[src/rtl/data_memory.sv]
// Single-port-write / registered-read data memory with a hardware zero-fill sweep after reset.
// Optional same-address write-to-read forwarding is enabled by defining DATA_MEM_FWD_EN.
`ifndef DATA_WORD_SIZE
`define DATA_WORD_SIZE 16
`endif
`ifndef DATA_ADDR_SIZE
`define DATA_ADDR_SIZE 4
`endif

module data_memory #(
    parameter int word_size = `DATA_WORD_SIZE,
    parameter int addr_size = `DATA_ADDR_SIZE
) (
    input  logic                 clk,
    input  logic                 rst,
    output logic                 ready,
    input  logic                 w_en,
    input  logic [addr_size-1:0] w_addr,
    input  logic [word_size-1:0] d_in,
    input  logic                 r_en,
    input  logic [addr_size-1:0] r_addr,
    output logic [word_size-1:0] d_out,
    output logic                 r_valid
);
    localparam int depth = 2 ** addr_size;
    localparam logic [addr_size:0] last_addr = (addr_size + 1)'(depth - 1);
    localparam logic [addr_size:0] ptr_one   = (addr_size + 1)'(1);

    typedef enum logic {CLEAR, READY} state_t;

    state_t               state, state_nxt;
    logic [addr_size:0]   clr_ptr, clr_ptr_nxt;
    logic                 mem_we;
    logic [addr_size-1:0] mem_waddr;
    logic [word_size-1:0] mem_wdata;
    logic                 rd_fire;
    logic                 fwd_hit;

    logic [word_size-1:0] bank [depth];

    always_ff @(posedge clk) begin
        if (rst) begin
            state   <= CLEAR;
            clr_ptr <= '0;
        end else begin
            state   <= state_nxt;
            clr_ptr <= clr_ptr_nxt;
        end
    end

    // The sweep owns the write port while CLEAR; user ports are ignored until READY.
    always_comb begin
        state_nxt   = state;
        clr_ptr_nxt = clr_ptr;
        mem_we      = 1'b0;
        mem_waddr   = w_addr;
        mem_wdata   = d_in;
        rd_fire     = 1'b0;
        case (state)
            CLEAR: begin
                mem_we      = ~clr_ptr[addr_size];
                mem_waddr   = clr_ptr[addr_size-1:0];
                mem_wdata   = '0;
                clr_ptr_nxt = clr_ptr + ptr_one;
                if (clr_ptr == last_addr)
                    state_nxt = READY;
            end
            READY: begin
                mem_we  = w_en;
                rd_fire = r_en;
            end
            default: state_nxt = CLEAR;
        endcase
        if (rst) begin
            mem_we  = 1'b0;
            rd_fire = 1'b0;
        end
    end

    assign ready = (state == READY);

    always_ff @(posedge clk) begin
        if (mem_we)
            bank[mem_waddr] <= mem_wdata;
    end

`ifdef DATA_MEM_FWD_EN
    assign fwd_hit = w_en && (w_addr == r_addr);
`else
    assign fwd_hit = 1'b0;
`endif

    // Without forwarding a colliding read returns the old word (read-before-write).
    always_ff @(posedge clk) begin
        if (rst) begin
            d_out   <= '0;
            r_valid <= 1'b0;
        end else begin
            r_valid <= rd_fire;
            if (rd_fire)
                d_out <= fwd_hit ? d_in : bank[r_addr];
        end
    end
endmodule

[config.mk]
export PLATFORM = sky130hd
export DESIGN_NAME = data_memory
export DESIGN_NICKNAME = d
export VERILOG_FILES = /design/src/rtl/data_memory.sv
export SDC_FILE = /design/constraint.sdc
export NUM_CORES = 1
export LEC_CHECK = 0
export BUFFER_PORTS_ARGS = -buffer_cell sky130_fd_sc_hd__buf_2
export CORE_MARGIN = 2
export CORE_UTILIZATION = 50
export CTS_BUF_LIST = sky130_fd_sc_hd__clkbuf_4
export DETAILED_ROUTE_END_ITERATION = 8
export GPL_TIMING_DRIVEN = 1
export PLACE_DENSITY = 0.67
export SYNTH_ARGS = -nofsm -noshare
export SYNTH_HDL_FRONTEND = slang
export SYNTH_SLANG_ARGS = --single-unit
[constraint.sdc]
create_clock -name clk -period 3.98 [get_ports clk]
set_input_delay 0.796 -clock clk [delete_from_list [all_inputs] [get_ports clk]]
set_output_delay 0.796 -clock clk [all_outputs]
set_load 0.02 [all_outputs]
==> results.toml <==
[grt]
grt_max_degree = 25
grt_remaining_overflow = 0
grt.total_usage_pct = 21.6
number_of_antenna_violations_at_the_first_check_in_global_routing = 1
vias_in_the_first_global_route = 5977
grt_pass1_wl_um = 35000

[critical_path]
maximum_fanout_count_along_the_critical_path = 24
setup.worst_path.start_class = "flip-flop"
cp-startpoint = "ready"
critical_path.max_stage_delay_ps = 830
r2r_setup_slack_ps = 1170
critical_path_arrival_ps = 3140
required_time_reported_for_the_critical_path_endpoint_ps = 4310
timing.reg2reg.worst_path_depth = 4
timing.critical_path.mode_cell = "sky130_fd_sc_hd__buf_4"
timing.critical_path.cells = "buf_4 -> a32oi_1 -> nor2_1 -> buf_4"
worstReg2RegStart = "ready"
setup.worst_path.end = "bank[2][8]"
critPathKind = "reg -> reg"
crit_path_max_delay_cell_type = "sky130_fd_sc_hd__dfxtp_1"
rr_endpoint = "bank[2][8]"
worst_setup_path_end_kind = "flip-flop"

[clock_network]
clock_tree.buffer_depth = 3
cts-buffers-inserted = 71
clock_insertion_delay_worst_skew_ps = 670
ctsResizeCount = 0
cts.htree.levels = 3
cts_tree = "built"
cts.clk_slew.worst_paths_ps = 60
ctsRootBufferMaster = "sky130_fd_sc_hd__clkbuf_4"
number_of_hold_buffers_added_after_cts = 0
cts_num_sinks = 279
cts_setup_buffers = 0

[sta]
timing.clock.skew_ps = 54.3
post-route-period-util_pct = 70.6
setup_tns_ps = 0
final.min_clock_period_ps = 2810
final_hold_viol_count = 0
drv_slew = 0
worst_slew_margin_rel_pct = 35.4
grt_setup_unrepaired = "no"
setup-violations-final = 0
fmax_ghz = 0.356
worst_slew_pin_slew_ps = 965

[logic_synthesis]
synthDistinctLibCells = 31
synth_sequential_area_ratio_pct = 76.0
nets_in_the_synthesized_netlist = 547
ys_dominant_reg_cell = "sky130_fd_sc_hd__edfxtp_1"
synth.top_cells.by_area = "sky130_fd_sc_hd__edfxtp_1, sky130_fd_sc_hd__mux4_2, sky130_fd_sc_hd__dfxtp_1, sky130_fd_sc_hd__mux2i_1, sky130_fd_sc_hd__o211ai_1"
syn-instance-count = 517
synth-async-reset-ratio_pct = 0
netlist_top_cells_count = "sky130_fd_sc_hd__edfxtp_1, sky130_fd_sc_hd__mux4_2, sky130_fd_sc_hd__nor2_1"
post-synth-top-count-cell = "sky130_fd_sc_hd__edfxtp_1"
synth_edf_count = 256
synth_top_area_share_pct = 71.7
syn_area_um2 = 10700
yosysTopAreaCell = "sky130_fd_sc_hd__edfxtp_1"
yosysWarnings = 0
syn-mean-instance-area_um2 = 20.7
ys_seq_elements = 279

[place]
gpl.final_weighted_congestion = 0.751
buffer_ports.inserted = 45
post-place-cells = 833
hpwl_um = 14000

[floorplanning]
floorplan.core_area_um2 = 21000
initial_core_util_pct = 51.0
num_rows = 53
ios = 46
die_footprint_um2 = 22600
floorplan.die.width_um = 150
dieHeight_um = 150

[detailed_routing]
drtAntennaViolNets = 0
route.vias.total = 5698
routed_via_density = 5.92
detailedRoute.firstIterationViolations = 561
wl_per_cell_um = 24.2
dr.pass1.iters = 5
post-route-drc-count = 0
drt-total-wl_um = 23200

[power_and_ir_drop]
static-leakage-power_nw = 4.35
power.ir.vdd_worst_v = 0.000214
p_per_area_nw_per_um2 = 473

[final_layout]
multi_input_area_um2 = 2390
net_total_in_the_final_layout = 661
area.growth.synth_to_final_pct = 14.4
fillerInstances = 1549
fin_cells = 962
register_area_um2 = 8150
post_route_cells_drive_above_1_share_pct = 36.4

[run_status]
run_status = "complete, no violations"

[min_path]
min-delay-path-class = "in -> reg"

[job]
max_cap_viol_count = 0
[power breakdown]
group / internal, W / leakage, nW / total, W / switching [W]
registers: 0.00319 / 2.70 / 0.00320 / 0.0000111
clock network: 0.00128 / 0.540 / 0.00238 / 0.00110
logic: 0.000100 / 1.11 / 0.000221 / 0.000121
total: 0.00457 / 4.35 / 0.00580 / 0.00123
[metrics by stage]
step | utilization, % | hold WS (ps) | total power (W) | setup WS (ps) | area [µm²]
after global placement | 54.0 | 479 | 0.00348 | 1280 | 11400
after global routing | 58.4 | 382 | 0.00605 | 971 | 12300
after detailed placement | 54.0 | 492 | 0.00349 | 1210 | 11400
after CTS | 58.3 | 364 | 0.00586 | 1200 | 12300
after floorplan | - | 501 | 0.00341 | 1660 | 10700
final | 58.4 | 417 | 0.00580 | 1170 | 12300
[critical path, delay by kind of cell (launching register included)]
family,cells,cell delay (ps)
AO/OA/AOI/OAI,1,210
flip-flops,1,830
AND/OR/NAND/NOR,1,790
buffers and inverters,2,680
[layout make-up]
| cell class | count | share of cell area, % |
|---|---|---|
| clock buffers | 106 | 6.49 |
| inverters | 5 | 0.153 |
| flip-flops and latches | 279 | 66.4 |
| multi-input cells | 202 | 19.5 |
| clock inverters | 22 | 0.898 |
| well taps | 275 | 2.80 |
| diodes | 1 | 0.0204 |
| repair buffers | 72 | 3.71 |
[worst min path at each step]
| stage | from | depth (start not counted) | end |
|---|---|---|---|
| final | r_en | 3 | r_valid |
| after global routing | r_en | 3 | r_valid |
| after CTS | r_en | 3 | r_valid |
| after detailed placement | d_out[2] | 2 | d_out[2] |
| after global placement | d_out[10] | 2 | d_out[10] |
| after floorplan | clr_ptr[4] | 2 | clr_ptr[4] |
[sequential cells by signal, summed over array words and instances (netlist names)]
| signal | flops |
|---|---|
| bank | 256 |
| r_valid | 1 |
| clr_ptr | 5 |
| d_out | 16 |
| ready | 1 |
[per-layer routing]
metal  global-route usage (%)  wire, µm  vias to the layer above
li1                         -         -                     2434
met1                     28.7      9510                     2953
met2                     34.1     11500                      261
met3                     5.67      1560                       50
met4                     9.25       694                        0
met5                        0         0                        -
[cells by family (layout without fill, tap and decap cells)]
| family | after synthesis | count (layout) | share of synthesized area [%] |
|---|---|---|---|
| compound gates | 42 | 42 | 3.08 |
| xor+xnor | 3 | 3 | 0.245 |
| fa+ha+maj | 2 | 2 | 0.233 |
| buf+inv | 36 | 205 | 1.77 |
| flops | 279 | 279 | 76.0 |
| mux | 83 | 83 | 15.2 |
| other cells | 0 | 1 | 0 |
| simple gates | 72 | 72 | 3.43 |
[cells in the final DEF (no fill, tap or decap), drive strengths merged, types with 16 or more instances in the layout]
cell type and count:
clkbuf 106, buf 72, edfxtp 256, nor2 27, clkinv 20, a32oi 17
dfxtp 23, and2 16, o211ai 20, nand3 16, mux4 64, mux2i 18
Note: power is estimated with default switching activity, not from simulation.
